===== src/rtl/mips_ctrl_pkg.sv =====
// -----------------------------------------------------------------------------
// mips_ctrl_pkg
// Shared definitions for the multi-cycle MIPS control unit:
//   - opcode constants (instruction[31:26])
//   - funct codes used as ALU operation selectors (instruction[5:0])
//   - FSM state encoding (values are visible on the State debug port)
//   - instruction class enum plus the helper that derives it from op/funct
//   - packed control vector shared by the decoder and the top level
// -----------------------------------------------------------------------------
package mips_ctrl_pkg;

    // Opcodes
    localparam logic [5:0] OP_RTYPE = 6'h00;
    localparam logic [5:0] OP_J     = 6'h02;
    localparam logic [5:0] OP_JAL   = 6'h03;
    localparam logic [5:0] OP_BEQ   = 6'h04;
    localparam logic [5:0] OP_BNE   = 6'h05;
    localparam logic [5:0] OP_ADDI  = 6'h08;
    localparam logic [5:0] OP_SLTI  = 6'h0A;
    localparam logic [5:0] OP_ANDI  = 6'h0C;
    localparam logic [5:0] OP_ORI   = 6'h0D;
    localparam logic [5:0] OP_LW    = 6'h23;
    localparam logic [5:0] OP_SW    = 6'h2B;
    localparam logic [5:0] OP_HALT  = 6'h3F;

    // Funct codes (jr, and the ALU operations driven on AluOP)
    localparam logic [5:0] FN_JR    = 6'h08;
    localparam logic [5:0] FN_ADD   = 6'h20;
    localparam logic [5:0] FN_SUB   = 6'h22;
    localparam logic [5:0] FN_AND   = 6'h24;
    localparam logic [5:0] FN_OR    = 6'h25;
    localparam logic [5:0] FN_SLT   = 6'h2A;

    // FSM states; the numeric values are part of the debug interface.
    typedef enum logic [2:0] {
        S_FETCH  = 3'd0,
        S_DECODE = 3'd1,
        S_EXEC   = 3'd2,
        S_MEM    = 3'd3,
        S_WB     = 3'd4,
        S_HALT   = 3'd5
    } state_t;

    // Instruction classes: every opcode/funct pair maps to exactly one.
    typedef enum logic [3:0] {
        C_RTYPE   = 4'd0,
        C_JR      = 4'd1,
        C_J       = 4'd2,
        C_JAL     = 4'd3,
        C_BEQ     = 4'd4,
        C_BNE     = 4'd5,
        C_IMM     = 4'd6,
        C_LW      = 4'd7,
        C_SW      = 4'd8,
        C_ILLEGAL = 4'd9
    } insn_class_t;

    // Control vector towards the datapath.
    typedef struct packed {
        logic [5:0] alu_op;
        logic       reg_dst;
        logic       branch;
        logic       jump_reg;
        logic       jump;
        logic       jal;
        logic       and_op;
        logic       mem_read;
        logic       mem_to_reg;
        logic       mem_write;
        logic       immediate;
        logic       reg_write;
        logic       pc_write;
    } ctrl_t;

    // OP_HALT never reaches EXEC (DECODE diverts it), so it falls into
    // the illegal class here.
    function automatic insn_class_t classify(input logic [5:0] op,
                                             input logic [5:0] fn);
        insn_class_t cls;
        case (op)
            OP_RTYPE: cls = (fn == FN_JR) ? C_JR : C_RTYPE;
            OP_J:     cls = C_J;
            OP_JAL:   cls = C_JAL;
            OP_BEQ:   cls = C_BEQ;
            OP_BNE:   cls = C_BNE;
            OP_ADDI,
            OP_SLTI,
            OP_ANDI,
            OP_ORI:   cls = C_IMM;
            OP_LW:    cls = C_LW;
            OP_SW:    cls = C_SW;
            default:  cls = C_ILLEGAL;
        endcase
        return cls;
    endfunction

    // ALU operation for the immediate-arithmetic opcodes.
    function automatic logic [5:0] imm_alu_op(input logic [5:0] op);
        logic [5:0] fn;
        case (op)
            OP_SLTI: fn = FN_SLT;
            OP_ANDI: fn = FN_AND;
            OP_ORI:  fn = FN_OR;
            default: fn = FN_ADD;
        endcase
        return fn;
    endfunction

endpackage


===== src/rtl/ctrl_decode.sv =====
// -----------------------------------------------------------------------------
// ctrl_decode
// Purely combinational map from (state, latched opcode, latched funct) to the
// datapath control vector. It never looks at live instruction bits, so the
// controls stay stable for the whole instruction once DECODE has latched it.
// The memory-ready qualified PC strobe of sw is added by the top level.
//
// Ports:
//   state  in   current FSM state
//   ir_op  in   latched opcode
//   ir_fn  in   latched funct
//   ctrl   out  control vector (all zero for states not driving anything)
// -----------------------------------------------------------------------------
module ctrl_decode
    import mips_ctrl_pkg::*;
(
    input  state_t     state,
    input  logic [5:0] ir_op,
    input  logic [5:0] ir_fn,
    output ctrl_t      ctrl
);

    insn_class_t cls;

    always_comb begin
        ctrl = '0;
        cls  = classify(ir_op, ir_fn);
        case (state)
            S_EXEC: begin
                case (cls)
                    C_RTYPE: ctrl.alu_op = ir_fn;
                    C_JR: begin
                        ctrl.jump_reg = 1'b1;
                        ctrl.pc_write = 1'b1;
                    end
                    C_J: begin
                        ctrl.jump     = 1'b1;
                        ctrl.pc_write = 1'b1;
                    end
                    C_JAL: begin
                        ctrl.jump      = 1'b1;
                        ctrl.jal       = 1'b1;
                        ctrl.reg_write = 1'b1;
                        ctrl.pc_write  = 1'b1;
                    end
                    C_BEQ, C_BNE: begin
                        // Branch selects the inverted Zero polarity for bne.
                        ctrl.and_op   = 1'b1;
                        ctrl.branch   = (cls == C_BNE);
                        ctrl.alu_op   = FN_SUB;
                        ctrl.pc_write = 1'b1;
                    end
                    C_IMM: begin
                        ctrl.immediate = 1'b1;
                        ctrl.alu_op    = imm_alu_op(ir_op);
                    end
                    C_LW, C_SW: begin
                        ctrl.immediate = 1'b1;
                        ctrl.alu_op    = FN_ADD;
                    end
                    default: begin
                        // Illegal opcode: retire as a NOP.
                        ctrl.pc_write = 1'b1;
                    end
                endcase
            end
            S_MEM: begin
                // Address computation stays selected while memory works.
                ctrl.alu_op    = FN_ADD;
                ctrl.mem_read  = (cls == C_LW);
                ctrl.mem_write = (cls == C_SW);
            end
            S_WB: begin
                ctrl.reg_write = 1'b1;
                ctrl.pc_write  = 1'b1;
                case (cls)
                    C_RTYPE: begin
                        ctrl.reg_dst = 1'b1;
                        ctrl.alu_op  = ir_fn;
                    end
                    C_IMM: begin
                        ctrl.immediate = 1'b1;
                        ctrl.alu_op    = imm_alu_op(ir_op);
                    end
                    C_LW: begin
                        ctrl.mem_to_reg = 1'b1;
                        ctrl.alu_op     = FN_ADD;
                    end
                    default: ;
                endcase
            end
            default: ;
        endcase
    end

endmodule


===== src/rtl/multicycle_control_unit.sv =====
// -----------------------------------------------------------------------------
// multicycle_control_unit
// Multi-cycle FSM controller for the 32-bit MIPS process unit. Latches the
// instruction fields in DECODE, sequences FETCH/DECODE/EXEC/MEM/WB, issues one
// PcWrite strobe per retired instruction, counts retirements and halts on the
// halt opcode or on a data-memory timeout.
//
// Memory handshake: in MEM, MemRead/MemWrite stay high until the cycle in which
// MemReady is sampled high; that cycle completes the access. If MemReady has
// not arrived by the MEM_TIMEOUT-th MEM cycle, the unit sets Fault and halts.
//
// Ports:
//   Clk, Rst_n        clock (rising edge), asynchronous active-low reset
//   OpCode, Funct     live instruction fields, sampled only in DECODE
//   MemReady          data memory completes the access this cycle
//   AluOP .. RegWrite datapath controls
//   PcWrite           one-cycle PC update strobe per instruction
//   Halted            unit is in HALT
//   Fault             sticky: illegal opcode or memory timeout
//   Retired           instructions retired (wraps)
//   State             current FSM state (debug)
// -----------------------------------------------------------------------------
module multicycle_control_unit
    import mips_ctrl_pkg::*;
#(
    parameter int CNT_W       = 32,
    parameter int MEM_TIMEOUT = 255   // must be >= 1
) (
    input  logic             Clk,
    input  logic             Rst_n,
    input  logic [5:0]       OpCode,
    input  logic [5:0]       Funct,
    input  logic             MemReady,
    output logic [5:0]       AluOP,
    output logic             RegDst,
    output logic             Branch,
    output logic             JumpReg,
    output logic             Jump,
    output logic             Jal,
    output logic             And,
    output logic             MemRead,
    output logic             MemToReg,
    output logic             MemWrite,
    output logic             Immediate,
    output logic             RegWrite,
    output logic             PcWrite,
    output logic             Halted,
    output logic             Fault,
    output logic [CNT_W-1:0] Retired,
    output logic [2:0]       State
);

    localparam int WAIT_W = $clog2(MEM_TIMEOUT + 1);
    localparam logic [WAIT_W-1:0] WAIT_LAST = WAIT_W'(MEM_TIMEOUT - 1);

    state_t            state;
    state_t            state_nx;
    logic [5:0]        ir_op;
    logic [5:0]        ir_fn;
    logic [WAIT_W-1:0] wait_cnt;   // MEM cycles already spent, 0 on entry
    logic              fault_set;
    logic              sw_done;
    insn_class_t       cls;
    ctrl_t             ctrl;

    assign cls = classify(ir_op, ir_fn);

    ctrl_decode u_decode (
        .state (state),
        .ir_op (ir_op),
        .ir_fn (ir_fn),
        .ctrl  (ctrl)
    );

    // The store retires in the same cycle memory accepts it.
    assign sw_done = (state == S_MEM) && (cls == C_SW) && MemReady;

    // ---------------------------------------------------------------- FSM
    always_ff @(posedge Clk or negedge Rst_n) begin
        if (!Rst_n) begin
            state <= S_FETCH;
        end else begin
            state <= state_nx;
        end
    end

    always_comb begin
        state_nx  = state;
        fault_set = 1'b0;
        case (state)
            S_FETCH:  state_nx = S_DECODE;
            // The halt check is the only decision taken from live inputs.
            S_DECODE: state_nx = (OpCode == OP_HALT) ? S_HALT : S_EXEC;
            S_EXEC: begin
                case (cls)
                    C_RTYPE, C_IMM: state_nx = S_WB;
                    C_LW, C_SW:     state_nx = S_MEM;
                    C_ILLEGAL: begin
                        fault_set = 1'b1;
                        state_nx  = S_FETCH;
                    end
                    default:        state_nx = S_FETCH;
                endcase
            end
            S_MEM: begin
                if (MemReady) begin
                    state_nx = (cls == C_LW) ? S_WB : S_FETCH;
                end else if (wait_cnt == WAIT_LAST) begin
                    fault_set = 1'b1;
                    state_nx  = S_HALT;
                end
            end
            S_WB:     state_nx = S_FETCH;
            S_HALT:   state_nx = S_HALT;
            default:  state_nx = S_FETCH;
        endcase
    end

    // ------------------------------------------- IR latch, wait counter
    always_ff @(posedge Clk or negedge Rst_n) begin
        if (!Rst_n) begin
            ir_op    <= '0;
            ir_fn    <= '0;
            wait_cnt <= '0;
        end else begin
            if (state == S_DECODE) begin
                ir_op <= OpCode;
                ir_fn <= Funct;
            end
            if (state == S_MEM) begin
                wait_cnt <= wait_cnt + 1'b1;
            end else begin
                wait_cnt <= '0;
            end
        end
    end

    // ------------------------------------- retirement counter, fault flag
    always_ff @(posedge Clk or negedge Rst_n) begin
        if (!Rst_n) begin
            Retired <= '0;
            Fault   <= 1'b0;
        end else begin
            if (PcWrite) begin
                Retired <= Retired + 1'b1;
            end
            if (fault_set) begin
                Fault <= 1'b1;
            end
        end
    end

    // ----------------------------------------------------------- outputs
    assign AluOP     = ctrl.alu_op;
    assign RegDst    = ctrl.reg_dst;
    assign Branch    = ctrl.branch;
    assign JumpReg   = ctrl.jump_reg;
    assign Jump      = ctrl.jump;
    assign Jal       = ctrl.jal;
    assign And       = ctrl.and_op;
    assign MemRead   = ctrl.mem_read;
    assign MemToReg  = ctrl.mem_to_reg;
    assign MemWrite  = ctrl.mem_write;
    assign Immediate = ctrl.immediate;
    assign RegWrite  = ctrl.reg_write;
    assign PcWrite   = ctrl.pc_write | sw_done;
    assign Halted    = (state == S_HALT);
    assign State     = state;

endmodule


===== config.mk =====
export PLATFORM = sky130hd
export DESIGN_NAME = multicycle_control_unit
export DESIGN_NICKNAME = d
export VERILOG_FILES = /design/src/rtl/mips_ctrl_pkg.sv /design/src/rtl/ctrl_decode.sv /design/src/rtl/multicycle_control_unit.sv
export SDC_FILE = /design/constraint.sdc
export NUM_CORES = 1
export LEC_CHECK = 0
export BUFFER_PORTS_ARGS = -buffer_cell sky130_fd_sc_hd__buf_2
export CORE_ASPECT_RATIO = 0.9
export CORE_MARGIN = 2
export CORE_UTILIZATION = 35
export CTS_BUF_LIST = sky130_fd_sc_hd__clkbuf_8
export DETAILED_ROUTE_END_ITERATION = 8
export PLACE_DENSITY_LB_ADDON = 0.05
export SETUP_SLACK_MARGIN = 0.2
export SKIP_LAST_GASP = 1
export SYNTH_ARGS = -nofsm -noshare
export SYNTH_HDL_FRONTEND = slang
export SYNTH_HIERARCHICAL = 1
export SYNTH_SLANG_ARGS = --single-unit

===== constraint.sdc =====
create_clock -name Clk -period 9.1 [get_ports Clk]
set_clock_uncertainty 0.05 [all_clocks]
set_input_delay 0.91 -clock Clk [delete_from_list [all_inputs] [get_ports Clk]]
set_output_delay 0.91 -clock Clk [all_outputs]
set_load 0.05 [all_outputs]

# Word-level counts from Yosys, hierarchy flattened
# Index checks and enable logic that the tools add are counted.
dict set report totals {
  ff_bits 56
  inputBits 15
  out_inout_bits 55
}
dict set report op_classes {
  addsub 2
  n_eq_ne 28
  n_mux 33
  bitwise_logic 1
  n_reduce_logical 12
}
# op n
set op_table {}
lappend op_table {{$pmux W6 S3} 2}
lappend op_table {{$add A32 B1 Y32 const B} 1}
lappend op_table {{$pmux W4 S8} 1}
lappend op_table {{$eq A6 B4 Y1 const B} 5}
lappend op_table {{$pmux W6 S4} 1}
lappend op_table {{$eq A6 B6 Y1 const B} 3}
lappend op_table {{$mux W1} 18}
lappend op_table {{$eq A4 B3 Y1 const B} 4}
lappend op_table {{$pmux W3 S5} 1}
lappend op_table {{$eq A6 B2 Y1 const B} 2}
lappend op_table {{$eq A6 B3 Y1 const B} 2}
lappend op_table {{$mux W3} 4}
lappend op_table {{$pmux W3 S2} 2}
lappend op_table {{$pmux W4 S3} 1}
lappend op_table {{$add A8 B1 Y8 const B} 1}
lappend op_table {{$eq A4 B2 Y1 const B} 2}
lappend op_table {{$eq A4 B4 Y1 const B} 2}
lappend op_table {{$eq A8 B8 Y1 const B} 1}
lappend op_table {{$mux W8} 1}
lappend op_table {{$reduce_or A2 Y1} 4}
lappend op_table {{$reduce_or A4 Y1} 2}
lappend op_table {{$eq A3 B2 Y1 const B} 2}
lappend op_table {{$eq A3 B3 Y1 const B} 2}
lappend op_table {{$logic_not A6 Y1} 1}
lappend op_table {{other kinds (10)} 11}

# Longest topological paths before layout
dict set report logic_depth {
  depth_word 8
  mapped_depth 10
  depth_no_buf 8
}

# By module
# The synthesis kept the hierarchy.
# mod instances cells_per_inst area_each_um2 seq_area_each_um2
set by_module_without_submodules {}
lappend by_module_without_submodules {multicycle_control_unit 1 249 2700.1 1401.3}
lappend by_module_without_submodules {ctrl_decode 1 92 538.0 0.0}

# Least setup slack after synthesis
# No wires, ideal clock.
dict set report synth_path {
  kind {flip-flop to output port}
  startpoint {register state[2] (netlist: State[2])}
  endpoint {output port Branch}
  arrival_time_ns 3.857
  path_slack_ns 4.283
  stages_incl_launch_ff 6
  path_buffers 1
  path_cell_list {dfrtp_1 -> nand2b_1 -> or2_1 -> clkbuf_1 -> nor4b_1 -> nor2b_1}
}
dict set report synth_via {
  elab_chain_len 2
}
# item line
set synth_lines {}
lappend synth_lines {{start: declaration} multicycle_control_unit.sv:56} ;# state_t state;
lappend synth_lines {{start signal: assignment} multicycle_control_unit.sv:83} ;# state <= state_nx;
lappend synth_lines {{$eq A3 B2 Y1} ctrl_decode.sv:28} ;# case (state)
lappend synth_lines {{$mux W5} ctrl_decode.sv:28}
lappend synth_lines {{end: declaration} multicycle_control_unit.sv:36} ;# output logic Branch,
# No other way between the ends.

==> impl_metrics.yaml <==
status:
  status: "finished clean"
run:
  drv_cap: 0
die:
  initial_core_util_pct: 35.81
  die_w_um: 105.4
  placementRows: 33
  coreArea_um2: 9042
  pin_count: 70
  die_area_um2: 10040
  die_y_um: 95.25
critical_path:
  r2r_slack_ns: 5.62
  crit_required_ns: 8.14
  crit_type: "flop to output pin"
  critPathCaptureType: "output pin"
  arrival_ns: 2.88
  worstPathMaxFanout: 22
  worstRegToRegCells: 8
  startpoint_type: "flop"
power:
  leakage_nw: 1.745
  powerDensity_nw_per_um2: 267.6
  switchingPower_uw: 471.6
  swShare_pct: 46.72
  internal-power_uw: 537.9
  clock_power_share_pct: 16.0
  ir_drop_mv: 0.1471
  pwr-share-comb_pct: 43.1
  pwr-share-seq_pct: 40.9
min_path:
  min_delay_path_depth: 1
  hp-class: "flop to flop"
clock_tree:
  cts_tree: "yes"
  ctsHoldBuffers: 0
  ctsResizeCount: 0
  cts.sinks: 56
  cts_made_buffers: 5
  clk_pin_slew_ns: 0.09
  cts_buffer_depth: 2
  cts_max_level: 2
  clock_latency_ns: 0.30
  post_cts_buffers: 0
  root_buffer: "clkbuf_8"
logic_synthesis:
  synth_seq_area_share_pct: 43.28
  async_flop_share_pct: 100.0
  synthDistinctLibCells: 61
  synth_seq_cells: 56
  synth_top_cell_by_area: "dfrtp_1"
  synth.area.top_cells: "dfrtp_1 43%, xnor2_1 5.4%, xor2_1 4.3%, mux2_2 4.2%, nand3_1 4.0%"
  postSynthAreaPerCell_um2: 9.496
  syn_nets: 359
  synth_warnings: 6
  synth_top_area_share_pct: 43.28
  synthFlopType: "dfrtp_1"
  synth-edff-count: 0
  synthCells: 341
  netlist_area_um2: 3238
cells_and_area:
  stdcell_count: 523
  n_antenna_cell: 0
  fill_cells: 923
  ff_latch_area_um2: 1401
  area_growth_pct: 16.50
  nNetsFinal: 418
  multi_input_area_um2: 1728
  stdcell_area_um2: 3772
  drive_gt1_share_pct: 25.19
global_route:
  grt_usage_pct: 15.80
  grt_max_degree: 57
  grt_pass1_wl_mm: 12.84
  grt_pass1_vias: 2507
  antenna_found_initial: 0
  grt_overflow: 0
routing:
  drt_pass1_iterations: 4
  wire_per_inst_um: 14.75
  ant_nets: 0
  vias_per_cell: 5.212
  drc: 0
  drt_wl_total_mm: 7.713
  drt_iter0_drc: 86
  num_vias: 2726
sta:
  max_slew_margin_pct: 30.94
  finalCritPeriodShare_pct: 42.25
  setup_violations: 0
  fin_crit_ns: 3.845
  rsz0062_at_grt: "false"
  finalSetupTns_ns: 0
  tightest_slew_ns: 1.032
  max_freq_mhz: 260.1
  final_hold_viol_count: 0
  maxSlewViolCount: 0
place:
  dp.cells: 515
  port_buffers: 69
  gp_congestion: 0.8892
  dpl.hpwl_mm: 5.542
  post_dp_cell_area_um2: 3661
==> layer usage <==
layer	vias to the layer above	GRT usage, %	wire [µm]
li1	1338	-	-
met1	1303	22.96	3760
met2	78	24.46	3443
met3	7	3.281	444
met4	0	3.111	63
met5	-	0	0
==> cell usage after synthesis (2+ instances only) <==
library cell   n
dfrtp_1       56
nor2_1        29
nand2_1       28
nand3_1       26
xnor2_1       20
xor2_1        16
mux2_2        12
a21oi_1       11
clkbuf_1      10
nor3_1        10
o21ai_0       10
nand4_1        9
inv_1          7
nor2b_1        7
and3_1         6
nor4_1         6
nand2b_1       5
and2_1         4
or2_1          4
a221oi_1       3
a31oi_1        3
and4_1         3
buf_1          3
buf_2          3
ha_1           3
nand3b_1       3
or3_1          3
a211oi_1       2
nor4_2         2
nor4b_1        2
o211ai_1       2
o21ai_1        2
or4_1          2
or4_4          2
==> placed cells by master (no fill, tap or decap), types with 2 or more instances in the layout <==
master	n
buf_2	69
or2_1	4
nor4_1	6
nor4b_1	2
o21ai_0	10
nor3_1	10
nand2_1	28
mux2_2	12
a221oi_1	3
dfrtp_1	56
inv_1	8
or4_4	2
o21ai_1	2
nor2_1	29
nand4_1	9
nand3b_1	3
and2_1	4
o211ai_1	2
a31oi_1	3
nor2b_1	7
xnor2_1	20
a21oi_1	11
or3_1	3
a211oi_1	2
nor4_2	2
nand3_1	26
and4_1	3
nand2b_1	5
or4_1	2
clkbuf_8	5
ha_1	3
xor2_1	16
and3_1	6
==> cell families after synthesis <==
logic type,share of synthesized area [%]
multiplexers,4.482
flip-flops,43.28
XOR/XNOR,9.737
adder cells (fa/ha/maj),1.159
buffers and inverters,3.362
AO/OA/AOI/OAI,9.661
AND/OR/NAND/NOR,28.32
==> power by group through the flow <==
stage	logic (mW)	registers (mW)	clock network, mW
finish	0.435	0.412	0.162
global route	0.476	0.430	0.182
CTS	0.439	0.411	0.170
detailed placement	0.436	0.416	0
global placement	0.440	0.415	0
floorplan	0.342	0.405	0
==> registers in the layout, indices dropped and copies added (netlist names) <==
| signal | cells |
|---|---|
| State | 3 |
| ir_fn | 6 |
| ir_op | 6 |
| Retired | 32 |
| Fault | 1 |
| wait_cnt | 8 |
==> per-stage QoR <==
stage / power (mW) / hold slack [ns] / utilization, % / setup WS (ns)
finish: 1.009 / 0.4281 / 41.72 / 5.255
global route: 1.088 / 0.4458 / 41.72 / 5.004
CTS: 1.021 / 0.4363 / 41.72 / 5.224
detailed placement: 0.8526 / 0.4181 / 40.49 / 5.586
global placement: 0.8550 / 0.4123 / 40.49 / 5.638
floorplan: 0.7468 / 0.4239 / - / 4.283
==> final cells by class <==
| cell class | instances | share of cell area (%) |
|---|---|---|
| flip-flops and latches | 56 | 37.15 |
| clock buffers | 5 | 1.824 |
| well taps | 122 | 4.046 |
| inverters | 7 | 0.6965 |
| repair buffers | 70 | 9.353 |
| clock inverters | 3 | 1.128 |
| multi-input cells | 260 | 45.80 |
==> worst max-delay path, stage by stage (launching register included) <==
cell and delay (ns):
dfrtp_1 0.62, or4_4 0.69, nor3_1 0.40, o31ai_1 0.21, a41oi_4 0.34, inv_1 0.10
buf_2 0.22
==> path summary, 6_finish.rpt <==
kind,start,end
min in group asynchronous,Rst_n,wait_cnt[6]
max reg2reg,ir_fn[0],Retired[31]
max in group asynchronous,Rst_n,Retired[1]
max,ir_op[2],PcWrite
min reg2reg,Retired[31],Retired[31]
min,Retired[31],Retired[31]
Note: power is estimated with default switching activity, not from simulation.
